`src/rtl/cpu_pkg.sv`:
```
// Shared definitions for the 8-bit accumulator CPU: widths, opcodes,
// ALU operation codes and the control-unit state encoding.
package cpu_pkg;

  localparam int DATA_W = 8;
  localparam int ADDR_W = DATA_W - 4;

  localparam logic [3:0] OP_NOP  = 4'h0;
  localparam logic [3:0] OP_ADD  = 4'h1;
  localparam logic [3:0] OP_SUB  = 4'h2;
  localparam logic [3:0] OP_AND  = 4'h3;
  localparam logic [3:0] OP_OR   = 4'h4;
  localparam logic [3:0] OP_ADDI = 4'h5;
  localparam logic [3:0] OP_SUBI = 4'h6;
  localparam logic [3:0] OP_ANDI = 4'h7;
  localparam logic [3:0] OP_ORI  = 4'h8;
  localparam logic [3:0] OP_LDA  = 4'h9;
  localparam logic [3:0] OP_STA  = 4'hA;
  localparam logic [3:0] OP_JMP  = 4'hB;
  localparam logic [3:0] OP_JZ   = 4'hC;
  localparam logic [3:0] OP_HLT  = 4'hF;

  localparam logic [2:0] ALU_NONE = 3'b000;
  localparam logic [2:0] ALU_ADD  = 3'b001;
  localparam logic [2:0] ALU_SUB  = 3'b010;
  localparam logic [2:0] ALU_AND  = 3'b011;
  localparam logic [2:0] ALU_OR   = 3'b100;

  typedef enum logic [2:0] {
    ST_FETCH,
    ST_DECODE,
    ST_MEMRD,
    ST_EXEC,
    ST_MEMWR,
    ST_HALT
  } state_t;

endpackage

```
`src/rtl/cu_decode.sv`:
```
// Combinational opcode decoder: ALU operation, operand source, control
// flavour and the state that follows DECODE for this opcode.
module cu_decode
  import cpu_pkg::*;
(
  input  logic [3:0] opcode,
  output logic [2:0] alu_op,
  output logic       is_mem_operand,
  output logic       is_imm,
  output logic       is_load,
  output logic       is_jump,
  output logic       is_jz,
  output state_t     next_state
);

  // Illegal opcodes (D, E) fall through to the NOP defaults.
  always_comb begin
    alu_op         = ALU_NONE;
    is_mem_operand = 1'b0;
    is_imm         = 1'b0;
    is_load        = 1'b0;
    is_jump        = 1'b0;
    is_jz          = 1'b0;
    next_state     = ST_FETCH;
    case (opcode)
      OP_ADD:  begin alu_op = ALU_ADD; is_mem_operand = 1'b1; next_state = ST_MEMRD; end
      OP_SUB:  begin alu_op = ALU_SUB; is_mem_operand = 1'b1; next_state = ST_MEMRD; end
      OP_AND:  begin alu_op = ALU_AND; is_mem_operand = 1'b1; next_state = ST_MEMRD; end
      OP_OR:   begin alu_op = ALU_OR;  is_mem_operand = 1'b1; next_state = ST_MEMRD; end
      OP_ADDI: begin alu_op = ALU_ADD; is_imm = 1'b1; next_state = ST_EXEC; end
      OP_SUBI: begin alu_op = ALU_SUB; is_imm = 1'b1; next_state = ST_EXEC; end
      OP_ANDI: begin alu_op = ALU_AND; is_imm = 1'b1; next_state = ST_EXEC; end
      OP_ORI:  begin alu_op = ALU_OR;  is_imm = 1'b1; next_state = ST_EXEC; end
      OP_LDA:  begin is_load = 1'b1; next_state = ST_MEMRD; end
      OP_STA:  next_state = ST_MEMWR;
      OP_JMP:  begin is_jump = 1'b1; next_state = ST_EXEC; end
      OP_JZ:   begin is_jz = 1'b1; next_state = ST_EXEC; end
      OP_HLT:  next_state = ST_HALT;
      default: next_state = ST_FETCH;
    endcase
  end

endmodule

```
`src/rtl/cu_sequencer.sv`:
```
// Multi-cycle fetch/decode/execute control unit: owns PC and IR, sequences
// the single-port memory and drives the ALU and accumulator controls.
module cu_sequencer #(
  parameter int DATA_W = cpu_pkg::DATA_W,
  parameter int ADDR_W = cpu_pkg::ADDR_W,
  parameter logic [ADDR_W-1:0] RESET_PC = '0
) (
  input  logic              clk,
  input  logic              rst_n,
  input  logic              run,
  input  logic [DATA_W-1:0] acc,
  input  logic              acc_zero,
  input  logic [DATA_W-1:0] mem_rdata,
  output logic [ADDR_W-1:0] mem_addr,
  output logic              mem_re,
  output logic              mem_we,
  output logic [DATA_W-1:0] mem_wdata,
  output logic [2:0]        alu_op,
  output logic              alu_en,
  output logic [DATA_W-1:0] alu_operand,
  output logic              acc_we,
  output logic              acc_sel,
  output logic [ADDR_W-1:0] pc,
  output logic [DATA_W-1:0] ir,
  output logic              halted
);

  import cpu_pkg::*;

  state_t state, state_next;

  logic [3:0]  dec_opcode;
  logic [2:0]  dec_alu_op;
  logic        dec_is_mem_operand;
  logic        dec_is_imm;
  logic        dec_is_load;
  logic        dec_is_jump;
  logic        dec_is_jz;
  state_t      dec_next_state;
  logic        take_jump;
  logic [DATA_W-1:0] imm_operand;

  // In DECODE the instruction is still on mem_rdata; afterwards it lives in IR.
  assign dec_opcode  = (state == ST_DECODE) ? mem_rdata[DATA_W-1:DATA_W-4] : ir[DATA_W-1:DATA_W-4];
  assign take_jump   = (state == ST_EXEC) && (dec_is_jump || (dec_is_jz && acc_zero));
  assign imm_operand = {{(DATA_W-ADDR_W){1'b0}}, ir[ADDR_W-1:0]};
  assign mem_wdata   = acc;

  cu_decode u_decode (
    .opcode         (dec_opcode),
    .alu_op         (dec_alu_op),
    .is_mem_operand (dec_is_mem_operand),
    .is_imm         (dec_is_imm),
    .is_load        (dec_is_load),
    .is_jump        (dec_is_jump),
    .is_jz          (dec_is_jz),
    .next_state     (dec_next_state)
  );

  always_ff @(posedge clk or negedge rst_n) begin
    if (!rst_n) state <= ST_FETCH;
    else        state <= state_next;
  end

  always_ff @(posedge clk or negedge rst_n) begin
    if (!rst_n) begin
      pc <= RESET_PC;
      ir <= '0;
    end else if (state == ST_DECODE) begin
      ir <= mem_rdata;
      pc <= pc + 1'b1;
    end else if (take_jump) begin
      pc <= ir[ADDR_W-1:0];
    end
  end

  always_comb begin
    state_next = state;
    case (state)
      ST_FETCH:  state_next = run ? ST_DECODE : ST_FETCH;
      ST_DECODE: state_next = dec_next_state;
      ST_MEMRD:  state_next = ST_EXEC;
      ST_EXEC:   state_next = ST_FETCH;
      ST_MEMWR:  state_next = ST_FETCH;
      ST_HALT:   state_next = ST_HALT;
      default:   state_next = ST_FETCH;
    endcase
  end

  // The fetch strobe is gated by rst_n so nothing is requested while reset is held.
  always_comb begin
    mem_addr    = pc;
    mem_re      = 1'b0;
    mem_we      = 1'b0;
    alu_op      = ALU_NONE;
    alu_en      = 1'b0;
    alu_operand = '0;
    acc_we      = 1'b0;
    acc_sel     = 1'b0;
    halted      = 1'b0;
    case (state)
      ST_FETCH: mem_re = run & rst_n;
      ST_MEMRD: begin
        mem_addr = ir[ADDR_W-1:0];
        mem_re   = 1'b1;
      end
      ST_EXEC: begin
        if (dec_is_mem_operand || dec_is_imm) begin
          alu_en      = 1'b1;
          acc_we      = 1'b1;
          alu_op      = dec_alu_op;
          alu_operand = dec_is_imm ? imm_operand : mem_rdata;
        end else if (dec_is_load) begin
          acc_we  = 1'b1;
          acc_sel = 1'b1;
        end
      end
      ST_MEMWR: begin
        mem_addr = ir[ADDR_W-1:0];
        mem_we   = 1'b1;
      end
      ST_HALT:  halted = 1'b1;
      default:  ;
    endcase
  end

endmodule

```
`config.mk`:
```
export PLATFORM = sky130hd
export DESIGN_NAME = cu_sequencer
export DESIGN_NICKNAME = d
export VERILOG_FILES = /design/src/rtl/cpu_pkg.sv /design/src/rtl/cu_decode.sv /design/src/rtl/cu_sequencer.sv
export SDC_FILE = /design/constraint.sdc
export NUM_CORES = 1
export LEC_CHECK = 0
export BUFFER_PORTS_ARGS = -buffer_cell sky130_fd_sc_hd__buf_4
export CAP_MARGIN = 15
export CORE_MARGIN = 2
export CORE_UTILIZATION = 45
export CTS_BUF_LIST = sky130_fd_sc_hd__clkbuf_4
export DETAILED_ROUTE_END_ITERATION = 16
export GPL_TIMING_DRIVEN = 0
export PLACE_DENSITY = 0.79
export SETUP_SLACK_MARGIN = 0.2
export SKIP_LAST_GASP = 1
export SYNTH_ARGS = -nofsm -noshare
export SYNTH_HDL_FRONTEND = slang
export SYNTH_HIERARCHICAL = 1
export SYNTH_SLANG_ARGS = --single-unit
```
`constraint.sdc`:
```
create_clock -name clk -period 7.8 [get_ports clk]
set_input_delay 0.39 -clock clk [delete_from_list [all_inputs] [get_ports clk]]
set_output_delay 0.39 -clock clk [all_outputs]
set_load 0.05 [all_outputs]
```
# [Word level (Yosys, flattened, before mapping)]
# Index checks and enable logic that the tools add are counted.
[word_totals] wordCells=66 out_inout_bits=41 ff_bits=15
[classes] n_addsub=1 reduce_logical=15 n_mux=28 n_bitwise=1 eq_ne=18
[op_table] operator="$pmux 3 s4" n=3
[op_table] operator="$eq 4x4->1 const B" n=6
[op_table] operator="$mux 8" n=3
[op_table] operator="$eq 4x3->1 const B" n=4
[op_table] operator="$mux 4" n=4
[op_table] operator="$mux 1" n=15
[op_table] operator="$reduce_or 2->1" n=5
[op_table] operator="$eq 4x2->1 const B" n=2
[op_table] operator="$reduce_or 4->1" n=2
[op_table] operator="$eq 3x2->1 const B" n=2
[op_table] operator="$eq 3x3->1 const B" n=2
[op_table] operator="$mux 3" n=2
[op_table] operator="$reduce_or 6->1" n=1
[op_table] operator="$reduce_or 5->1" n=1
[op_table] operator="$add 4x1->4 const B" n=1
[op_table] operator="$eq 4x1->1 const B" n=1
[op_table] operator="$eq 3x1->1 const B" n=1
[op_table] operator="$logic_not 3->1" n=1
[op_table] operator="$logic_and 1x1->1" n=2
[op_table] operator="$logic_or 1x1->1" n=2
[op_table] operator="$pmux 1 s2" n=1
[op_table] operator="$reduce_bool 2->1" n=1
[op_table] operator="$and 1x1->1" n=1

# [Logic depth before layout (Yosys ltp)]
# Gate-level depths: netlist of run 1.
[logic_depth] ltp_word=9 depth_mapped=10 ltp_nobuf=7

# [By module]
# Netlist of run 1, hierarchy kept.
[modules_own_cells] mod="cu_sequencer" area_per_inst_um2=1046.0 instances=1 cells_each=103
[modules_own_cells] mod="cu_decode" area_per_inst_um2=180.2 instances=1 cells_each=26

# [Worst setup path after synthesis of run 1]
# Ideal clock, no wire load.
[synth_path] path_kind="register -> output" start="reg state[1]" end="out alu_op[0]" path_stages_with_launch=11 n_path_buf=3 required_time_ps=7410 t_arrival_ps=3031 slack_ps=4379 path_cell_list="dfrtp_1 -> nor3b_4 -> buf_6 -> mux2_2 -> buf_2 -> nor2_1 -> mux2i_1 -> clkbuf_1 -> o21ai_2 -> inv_1 -> and2_1"
[synth_between] elab_chain_cells=8
[synth_rtl] item="start: declaration" line_no="cu_sequencer.sv:30" rtl="state_t state, state_next;"
[synth_rtl] item="start signal: assignment" line_no="cu_sequencer.sv:62" rtl="else state <= state_next;"
[synth_rtl] item="$eq 3x1->1 (*)" line_no="cu_sequencer.sv:44" rtl="assign dec_opcode = (state == ST_DECODE) ? mem_rdata[DATA_W-1:DATA_W-4] : ir[DATA_W-1:DATA_W-4];"
[synth_rtl] item="$mux 4 (*)" line_no="cu_sequencer.sv:44"
[synth_rtl] item="net dec_opcode[1]" line_no="cu_sequencer.sv:32" rtl="logic [3:0] dec_opcode;"
[synth_rtl] item="$eq 4x3->1 or $eq 4x4->1 (tied branches)" line_no="cu_decode.sv:25" rtl="case (opcode)"
[synth_rtl] item="$reduce_or 4->1 (no source line) (*)"
[synth_rtl] item="$mux 1 (*)" line_no="cu_decode.sv:25"
[synth_rtl] item="net dec_is_imm" line_no="cu_sequencer.sv:35" rtl="logic dec_is_imm;"
[synth_rtl] item="$logic_or 1x1->1 (*)" line_no="cu_sequencer.sv:108" rtl="if (dec_is_mem_operand || dec_is_imm) begin"
[synth_rtl] item="$mux 3 (*)" line_no="cu_sequencer.sv:108"
[synth_rtl] item="$mux 3 (*)" line_no="cu_sequencer.sv:101" rtl="case (state)"
[synth_rtl] item="end: declaration" line_no="cu_sequencer.sv:18" rtl="output logic [2:0] alu_op,"
# Mark *: on every way through the listed nets, which the timed path passes. The rest lies on a longest branch.

# [Worst setup path in the final report of run 1]
# Ends and elaborated chain as after synthesis.

==> metrics.txt, run 1 <==
# TYPE chip_impl_metric gauge
chip_impl_info{name="run_status",value="completed"} 1
chip_impl_metric{name="die-area",unit="um2"} 3160
chip_impl_metric{name="yosys_register_bits",unit=""} 15
chip_impl_info{name="timing.critical_path.slowest_stage_cell",value="sky130_fd_sc_hd__dfrtp_1"} 1
chip_impl_metric{name="globalplace.congestion",unit=""} 0.780
chip_impl_metric{name="regToRegSetupSlack",unit="ns"} 5.12
chip_impl_metric{name="syn-mean-instance-area",unit="um2"} 9.51
chip_impl_info{name="synth_top_area_cell",value="sky130_fd_sc_hd__dfrtp_1"} 1
chip_impl_metric{name="synthDistinctLibCells",unit=""} 43
chip_impl_metric{name="timing_hold_violations_final",unit=""} 0
chip_impl_info{name="clock_root_buffer",value="sky130_fd_sc_hd__clkbuf_4"} 1
chip_impl_info{name="worstPathCellList",value="nor3b_4 -> buf_6 -> mux2_2 -> buf_2 -> nor2_1 -> mux2i_1 -> clkbuf_1 -> o21ai_2 -> inv_1 -> and2_1 -> buf_4"} 1
chip_impl_metric{name="clk_pin_slew",unit="ns"} 0.10
chip_impl_info{name="tritoncts_clock_tree",value="built"} 1
chip_impl_metric{name="setup-violations-final",unit=""} 0
chip_impl_info{name="crit-reg2reg-capture",value="pc[1]$_DFFE_PN0P_"} 1
chip_impl_metric{name="ff2ff_path_depth",unit=""} 8
chip_impl_metric{name="global_route_wire_length_before_repair",unit="mm"} 4.82
chip_impl_metric{name="final_period_minus_worst_setup_slack",unit="ns"} 3.68
chip_impl_metric{name="async_flop_share",unit=""} 1.00
chip_impl_metric{name="post_cts_buffers",unit=""} 0
chip_impl_metric{name="drc",unit=""} 0
chip_impl_metric{name="initial_utilization",unit=""} 0.486
chip_impl_metric{name="cts-hold-fix-buffers",unit=""} 1
chip_impl_metric{name="post_synth_instance_area",unit="um2"} 1230
chip_impl_info{name="synth.most_common_cell",value="sky130_fd_sc_hd__dfrtp_1"} 1
chip_impl_metric{name="route.detailed.wl_per_inst",unit="um"} 13.5
chip_impl_metric{name="number_of_antenna_violations_at_the_first_check_in_global_routing",unit=""} 0
chip_impl_metric{name="yosysWarnings",unit=""} 6
chip_impl_metric{name="layout-drive-gt1-share",unit=""} 0.495
chip_impl_metric{name="timing.clock.skew",unit="ns"} 0.00331
chip_impl_metric{name="via_count",unit=""} 1133
chip_impl_info{name="worstSetupStartpointType",value="register"} 1
chip_impl_metric{name="postCtsResizedCells",unit=""} 0
chip_impl_metric{name="max_clock_freq",unit="GHz"} 0.272
chip_impl_metric{name="final_net_count",unit=""} 208
chip_impl_metric{name="synth_edf_count",unit=""} 0
chip_impl_metric{name="design.core.area",unit="um2"} 2520
chip_impl_metric{name="drt-total-wl",unit="mm"} 2.91
chip_impl_metric{name="clock_tree.buffer_depth",unit=""} 2
chip_impl_metric{name="detailedPlacementHpwl",unit="mm"} 2.26
chip_impl_info{name="end_kind",value="output port"} 1
chip_impl_metric{name="diodes",unit=""} 0
chip_impl_metric{name="flow.area_growth_from_synthesis",unit="%"} 38.0
chip_impl_metric{name="cts.sinks",unit=""} 15
chip_impl_metric{name="arr_time_crit_path",unit="ns"} 3.29
chip_impl_metric{name="number_of_instances_in_the_synthesized_netlist",unit=""} 129
chip_impl_metric{name="fill_cells",unit=""} 217
chip_impl_info{name="worst_hold_path_endpoint",value="ir[0]$_DFFE_PN0N_"} 1
chip_impl_metric{name="final_max_slew_viol_count",unit=""} 0
chip_impl_metric{name="whs_path_depth",unit=""} 3
chip_impl_metric{name="globalRoute.totalOverflow",unit=""} 0
chip_impl_metric{name="boundaryPins",unit=""} 61
chip_impl_metric{name="core.rowCount",unit=""} 18
chip_impl_metric{name="htree_num_levels",unit=""} 1
chip_impl_info{name="netlist_top_cells_area",value="sky130_fd_sc_hd__dfrtp_1 31%, sky130_fd_sc_hd__mux2_2 11%, sky130_fd_sc_hd__mux2i_1 6.5%, sky130_fd_sc_hd__buf_4 4.9%, sky130_fd_sc_hd__and2_1 4.1%"} 1
chip_impl_metric{name="cp_data_required_time",unit="ns"} 7.41
chip_impl_metric{name="portBuffers",unit=""} 52
chip_impl_metric{name="drtPass1Iterations",unit=""} 5
chip_impl_info{name="timing.hold.worst.class",value="in2reg"} 1
chip_impl_metric{name="cts_buffers",unit=""} 3
chip_impl_metric{name="track_usage",unit=""} 0.189
chip_impl_metric{name="die_height",unit="um"} 56.2
chip_impl_metric{name="timing.critical_path.fanout_max",unit=""} 10
chip_impl_metric{name="synth.top_cell.area_share",unit=""} 0.306
chip_impl_metric{name="vias_per_cell",unit=""} 5.25
chip_impl_info{name="worst-setup-path-type",value="reg2out"} 1
chip_impl_metric{name="mappedNetlistNets",unit=""} 150
chip_impl_metric{name="cap_violations",unit=""} 0
chip_impl_metric{name="drtAntennaViolNets",unit=""} 0
chip_impl_info{name="setup_repair_after_global_routing_missed_its_margin",value="no"} 1
chip_impl_info{name="synthFlopType",value="sky130_fd_sc_hd__dfrtp_1"} 1
chip_impl_info{name="synth_commonest_cells",value="15 x sky130_fd_sc_hd__dfrtp_1, 12 x sky130_fd_sc_hd__mux2_2, 8 x sky130_fd_sc_hd__and2_1, 8 x sky130_fd_sc_hd__buf_4, 8 x sky130_fd_sc_hd__mux2i_1"} 1
chip_impl_metric{name="die_x",unit="um"} 56.2
chip_impl_metric{name="timing.hold.ws",unit="ns"} 0.319
chip_impl_info{name="timing.rr.start",value="state[1]$_DFF_PN0_"} 1
chip_impl_metric{name="critPathMaxStageDelay",unit="ns"} 0.43
chip_impl_metric{name="max_transition_margin",unit=""} 0.715
chip_impl_metric{name="totalNegativeSetupSlack",unit="ns"} 0
chip_impl_metric{name="drt-initial-drc-count",unit=""} 36
chip_impl_metric{name="max_slew.worst_pin.slew",unit="ns"} 0.428
chip_impl_metric{name="worstSkewPairLatency",unit="ns"} 0.29
chip_impl_metric{name="grt_start_max_net_pins",unit=""} 17
chip_impl_metric{name="final.period_utilization",unit=""} 0.472
chip_impl_info{name="hp-start",value="mem_rdata[0]"} 1
chip_impl_metric{name="synth-seq-area-share",unit=""} 0.306
chip_impl_metric{name="grt_pass1_vias",unit=""} 1051
kinds of logic (layout without fill, tap and decap cells):
kind of cell             count (synthesis)  after routing  synth area share
AO/OA/AOI/OAI                           19             19             0.122
multiplexers                            20             20             0.176
adder cells (fa/ha/maj)                  1              1            0.0102
flip-flops                              15             15             0.306
buffers and inverters                   22             79             0.120
AND/OR/NAND/NOR                         49             49             0.244
XOR/XNOR                                 3              3            0.0214
area by class of cell:
cell class / count / area (um2) / share of cell area
tap: 30 / 37.5 / 0.0222
buffer: 17 / 129 / 0.0762
multi-input combinational: 92 / 703 / 0.416
sequential: 15 / 375 / 0.222
timing repair buffer: 53 / 400 / 0.237
clock buffer: 3 / 22.5 / 0.0133
inverter: 5 / 18.8 / 0.0111
clock inverter: 1 / 5.00 / 0.00296
cell usage in the layout (no fill, tap or decap), drive strengths merged:
cell	netlist	routed
a21oi	4	4
or3	2	2
o2111ai	1	1
and3	1	1
ha	1	1
xor2	1	1
clkinv	0	1
o211ai	1	1
o31ai	1	1
nand4	1	1
nand2b	3	3
nand3	1	1
o21ai	2	2
clkbuf	1	4
inv	5	5
a22o	1	1
and4b	1	1
mux2	12	12
o221a	1	1
xnor2	2	2
and3b	1	1
nor3b	4	4
nor3	5	5
nand2	7	7
nor2b	5	5
buf	16	68
o21a	2	2
dlygate4sd3	0	1
a2111o	1	1
a21boi	1	1
a2bb2oi	2	2
mux2i	8	8
dfrtp	15	15
a221oi	2	2
nand3b	2	2
nor2	8	8
and2	8	8
critical path, delay by kind of cell (launching register included):
family | cells | cell delay (ns)
compound gates | 1 | 0.18
buf+inv | 5 | 1.09
mux | 2 | 0.58
simple gates | 3 | 0.71
flops | 1 | 0.43
how the worst max path moves through the flow:
stage                             from        end  slack [ns]  cells after the start
floorplan           state[1]$_DFF_PN0_  alu_op[0]        4.38                     10
global placement    state[2]$_DFF_PN0_  alu_op[2]        4.53                     11
detailed placement  state[1]$_DFF_PN0_  alu_op[2]        4.46                     11
CTS                 state[2]$_DFF_PN0_  alu_op[0]        4.12                     11
global route        state[1]$_DFF_PN0_  alu_op[2]        3.89                     11
finish              state[1]$_DFF_PN0_  alu_op[0]        4.12                     11
flip-flops by register name (all words and copies together), names as in the netlist:
signal and count:
ir 8, pc 4, state 3
routing by layer:
layer,GRT usage,wire length (um)
met1,0.253,1290
met2,0.321,1420
met3,0.0302,174
met4,0.0408,29
met5,0,0
metrics by stage:
step                      instances  setup slack (ns)  instance area (um2)   util
final                           216              4.12                 1690  0.671
after global routing            216              3.89                 1690  0.671
after CTS                       216              4.12                 1690  0.671
after detailed placement        211              4.46                 1650  0.656
after global placement          211              4.53                 1650  0.656
after floorplan                 129              4.38                 1230      -
Power of run 1 is not shown: default switching activity piles up to over one toggle a cycle in this logic, so the estimate is an artifact.
==> run 2: changes to the inputs <==
--- a/config.mk
+++ b/config.mk
@@ -5,14 +5,15 @@
 export SDC_FILE = /design/constraint.sdc
 export NUM_CORES = 1
 export LEC_CHECK = 0
+export ABC_AREA = 1
 export BUFFER_PORTS_ARGS = -buffer_cell sky130_fd_sc_hd__buf_4
 export CAP_MARGIN = 15
 export CORE_MARGIN = 2
-export CORE_UTILIZATION = 45
+export CORE_UTILIZATION = 41
 export CTS_BUF_LIST = sky130_fd_sc_hd__clkbuf_4
 export DETAILED_ROUTE_END_ITERATION = 16
 export GPL_TIMING_DRIVEN = 0
-export PLACE_DENSITY = 0.79
+export PLACE_DENSITY = 0.77
 export SETUP_SLACK_MARGIN = 0.2
 export SKIP_LAST_GASP = 1
 export SYNTH_ARGS = -nofsm -noshare
==> constraint.sdc (replaced) <==
create_clock -name clk -period 3.3 [get_ports clk]
set_input_delay 0.165 -clock clk [delete_from_list [all_inputs] [get_ports clk]]
set_output_delay 0.165 -clock clk [all_outputs]
set_load 0.05 [all_outputs]
==> metrics.txt, run 2 <==
# TYPE chip_impl_metric gauge
chip_impl_metric{name="yosysWarnings",unit=""} 6
chip_impl_info{name="setup_repair_after_global_routing_missed_its_margin",value="no"} 1
chip_impl_info{name="synth.most_common_cell",value="sky130_fd_sc_hd__nand2_1"} 1
chip_impl_info{name="worst-setup-path-type",value="reg2out"} 1
chip_impl_metric{name="totalNegativeSetupSlack",unit="ns"} 0
chip_impl_info{name="end_kind",value="output port"} 1
chip_impl_metric{name="largest_register_ff_count",unit=""} 8
chip_impl_metric{name="synth_edf_count",unit=""} 0
chip_impl_metric{name="drtAntennaViolNets",unit=""} 0
chip_impl_metric{name="max_clock_freq",unit="GHz"} 0.341
chip_impl_info{name="netlist_top_cells_area",value="sky130_fd_sc_hd__dfrtp_1 33%, sky130_fd_sc_hd__nand2_1 17%, sky130_fd_sc_hd__inv_1 8.7%, sky130_fd_sc_hd__nor2_1 8.3%, sky130_fd_sc_hd__o21ai_0 5.8%"} 1
chip_impl_info{name="most_common_cell_after_layout_fill_and_taps_aside",value="sky130_fd_sc_hd__buf_4"} 1
chip_impl_metric{name="final_max_slew_viol_count",unit=""} 0
chip_impl_metric{name="post_synth_instance_area",unit="um2"} 1130
chip_impl_metric{name="design.core.area",unit="um2"} 2690
chip_impl_metric{name="track_usage",unit=""} 0.183
chip_impl_metric{name="cts.sinks",unit=""} 15
chip_impl_metric{name="timing_hold_violations_final",unit=""} 0
chip_impl_metric{name="yosys_register_bits",unit=""} 15
chip_impl_metric{name="synth-seq-area-share",unit=""} 0.333
chip_impl_metric{name="timing.clock.skew",unit="ns"} 0.00368
chip_impl_metric{name="ff2ff_path_depth",unit=""} 14
chip_impl_metric{name="diodes",unit=""} 0
chip_impl_metric{name="synthSimpleGateAreaFrac",unit=""} 0.377
chip_impl_metric{name="final_period_minus_worst_setup_slack",unit="ns"} 2.93
chip_impl_metric{name="post_synth_fa_ha_maj_area_fraction",unit=""} 0.0111
chip_impl_metric{name="cp_data_required_time",unit="ns"} 3.13
chip_impl_metric{name="core.rowCount",unit=""} 19
chip_impl_metric{name="drt-initial-drc-count",unit=""} 31
chip_impl_info{name="tritoncts_clock_tree",value="built"} 1
chip_impl_metric{name="grt_start_max_net_pins",unit=""} 17
chip_impl_info{name="critical_path.endpoint",value="alu_operand[4]"} 1
chip_impl_metric{name="global_route_wire_length_before_repair",unit="mm"} 4.57
chip_impl_metric{name="final_net_count",unit=""} 261
chip_impl_metric{name="clock_tree.buffer_depth",unit=""} 2
chip_impl_info{name="timing.rr.start",value="state[1]$_DFF_PN0_"} 1
chip_impl_metric{name="mappedNetlistNets",unit=""} 198
chip_impl_metric{name="die-area",unit="um2"} 3180
chip_impl_metric{name="vias_per_cell",unit=""} 4.55
chip_impl_metric{name="initial_utilization",unit=""} 0.420
chip_impl_metric{name="via_count",unit=""} 1229
chip_impl_info{name="worstSetupStartpointType",value="register"} 1
chip_impl_metric{name="htree_num_levels",unit=""} 1
chip_impl_metric{name="cts_buffers",unit=""} 3
chip_impl_info{name="timing.hold.worst.class",value="in2reg"} 1
chip_impl_metric{name="synthDistinctLibCells",unit=""} 22
chip_impl_info{name="clock_root_buffer",value="sky130_fd_sc_hd__clkbuf_4"} 1
chip_impl_metric{name="flow.area_growth_from_synthesis",unit="%"} 51.4
chip_impl_metric{name="muxShareOfSynthArea",unit=""} 0
chip_impl_info{name="synthFlopType",value="sky130_fd_sc_hd__dfrtp_1"} 1
chip_impl_metric{name="grt_pass1_vias",unit=""} 1030
chip_impl_metric{name="setup-violations-final",unit=""} 0
chip_impl_metric{name="timing.critical_path.fanout_max",unit=""} 10
chip_impl_metric{name="cap_violations",unit=""} 0
chip_impl_info{name="synth_commonest_cells",value="51 x sky130_fd_sc_hd__nand2_1, 26 x sky130_fd_sc_hd__inv_1, 25 x sky130_fd_sc_hd__nor2_1"} 1
chip_impl_metric{name="drt-total-wl",unit="mm"} 2.91
chip_impl_metric{name="die_x",unit="um"} 56.4
chip_impl_metric{name="drc",unit=""} 0
chip_impl_info{name="timing.critical_path.from",value="state[1]$_DFF_PN0_"} 1
chip_impl_metric{name="globalplace.congestion",unit=""} 0.844
chip_impl_info{name="crit-reg2reg-capture",value="pc[3]$_DFFE_PN0P_"} 1
chip_impl_metric{name="final.period_utilization",unit=""} 0.889
chip_impl_metric{name="synth_xor_area_frac",unit=""} 0.00777
chip_impl_metric{name="syn-mean-instance-area",unit="um2"} 6.37
chip_impl_metric{name="die_height",unit="um"} 56.4
chip_impl_metric{name="globalRoute.totalOverflow",unit=""} 0
chip_impl_info{name="main_combinational_cell_family_by_area_after_synthesis",value="simple AND/OR/NAND/NOR gates"} 1
chip_impl_info{name="top_regs",value="ir x8, pc x4, state x3"} 1
chip_impl_metric{name="max_slew.worst_pin.slew",unit="ns"} 0.287
chip_impl_metric{name="regToRegSetupSlack",unit="ns"} 1.34
chip_impl_metric{name="clk_pin_slew",unit="ns"} 0.11
chip_impl_info{name="synth_top_area_cell",value="sky130_fd_sc_hd__dfrtp_1"} 1
chip_impl_metric{name="detailedPlacementHpwl",unit="mm"} 2.19
chip_impl_metric{name="route.detailed.wl_per_inst",unit="um"} 10.8
chip_impl_metric{name="worstSkewPairLatency",unit="ns"} 0.30
chip_impl_metric{name="number_of_instances_in_the_synthesized_netlist",unit=""} 177
chip_impl_metric{name="max_transition_margin",unit=""} 0.808
chip_impl_metric{name="boundaryPins",unit=""} 61
chip_impl_metric{name="layout-drive-gt1-share",unit=""} 0.393
chip_impl_metric{name="portBuffers",unit=""} 52
chip_impl_metric{name="drtPass1Iterations",unit=""} 4
chip_impl_info{name="largest_reg_by_ff_count",value="ir"} 1
chip_impl_info{name="mostFrequentLayoutCells",value="65 x sky130_fd_sc_hd__buf_4, 51 x sky130_fd_sc_hd__nand2_1, 26 x sky130_fd_sc_hd__inv_1, 24 x sky130_fd_sc_hd__nor2_1, 14 x sky130_fd_sc_hd__dfrtp_1"} 1
chip_impl_metric{name="number_of_antenna_violations_at_the_first_check_in_global_routing",unit=""} 0
chip_impl_info{name="run_status",value="completed"} 1
chip_impl_metric{name="async_flop_share",unit=""} 1.00
chip_impl_metric{name="synth.top_cell.area_share",unit=""} 0.333
chip_impl_metric{name="synth-compound-area-share",unit=""} 0.105
chip_impl_metric{name="arr_time_crit_path",unit="ns"} 2.77
-- run 2: final cells by class --
| type | count | area, um2 |
|---|---|---|
| Fill cell | 265 | 980 |
| Tap cell | 31 | 38.8 |
| Multi-Input combinational cell | 121 | 621 |
| Inverter | 31 | 116 |
| Timing Repair Buffer | 58 | 442 |
| Clock inverter | 1 | 7.51 |
| Buffer | 10 | 82.6 |
| Sequential cell | 15 | 377 |
| Clock buffer | 3 | 22.5 |
-- run 2: kinds of logic (layout without fill, tap and decap cells) --
kind of cell / count (synthesis) / in the layout
and+or+nand+nor: 96 / 96
DFF: 15 / 15
xor gates and xnor gates: 1 / 1
AOI/OAI and AO/OA: 23 / 23
buffers and inverters: 41 / 103
adders and majority gates: 1 / 1
-- run 2: per-stage QoR --
| stage | util | cells | instance area (um2) | hold WS (ns) | setup WS [ns] |
|---|---|---|---|---|---|
| after global routing | 0.635 | 270 | 1710 | 0.108 | 0.209 |
| after CTS | 0.610 | 265 | 1640 | 0.112 | 0.269 |
| after floorplan | - | 177 | 1130 | -0.131 | 0.159 |
| final | 0.635 | 270 | 1710 | 0.119 | 0.367 |
| after detailed placement | 0.579 | 260 | 1560 | 0.0384 | 0.120 |
| after global placement | 0.579 | 260 | 1560 | 0.0312 | 0.128 |
-- run 2: worst max-delay path, stage by stage, from the launching register on --
cell	delay (ns)
sky130_fd_sc_hd__dfrtp_2	0.45
sky130_fd_sc_hd__inv_2	0.12
sky130_fd_sc_hd__nand3_4	0.14
sky130_fd_sc_hd__buf_8	0.19
sky130_fd_sc_hd__o21ai_4	0.17
sky130_fd_sc_hd__inv_1	0.12
sky130_fd_sc_hd__nand2_1	0.10
sky130_fd_sc_hd__nand2_1	0.07
sky130_fd_sc_hd__nand2_2	0.08
sky130_fd_sc_hd__buf_4	0.17
sky130_fd_sc_hd__nor2_1	0.10
sky130_fd_sc_hd__nor2_4	0.15
sky130_fd_sc_hd__inv_2	0.07
sky130_fd_sc_hd__or2_4	0.26
sky130_fd_sc_hd__nor2_2	0.08
sky130_fd_sc_hd__buf_4	0.20
-- run 2: repair_timing --
action / in CTS / in global routing
hold buffers: 1 / 0
hold endpoints to repair: 15 / 0
setup buffers: 0 / 5
resized for setup: 12 / 7
setup endpoints to repair: 14 / 4
pin swaps: 0 / 3
-- run 2: how the worst min path moves through the flow --
stage | start | endpoint | cells after the start
2_1_floorplan | rst_n | ir[0]$_DFFE_PN0N_ | 0
3_3_place_gp | rst_n | ir[1]$_DFFE_PN0N_ | 1
3_5_place_dp | rst_n | ir[5]$_DFFE_PN0N_ | 1
4_1_cts | mem_rdata[3] | ir[3]$_DFFE_PN0N_ | 3
5_1_grt | mem_rdata[3] | ir[3]$_DFFE_PN0N_ | 3
6_report | mem_rdata[3] | ir[3]$_DFFE_PN0N_ | 3
-- run 2: metal layers --
metal,track usage,vias to the layer above,routed length [um]
met2,0.302,36,1500
met5,0,-,0
met3,0.0300,4,158
li1,-,661,-
met1,0.231,528,1200
met4,0.0884,0,42
Power of run 2 is left out for the same reason.
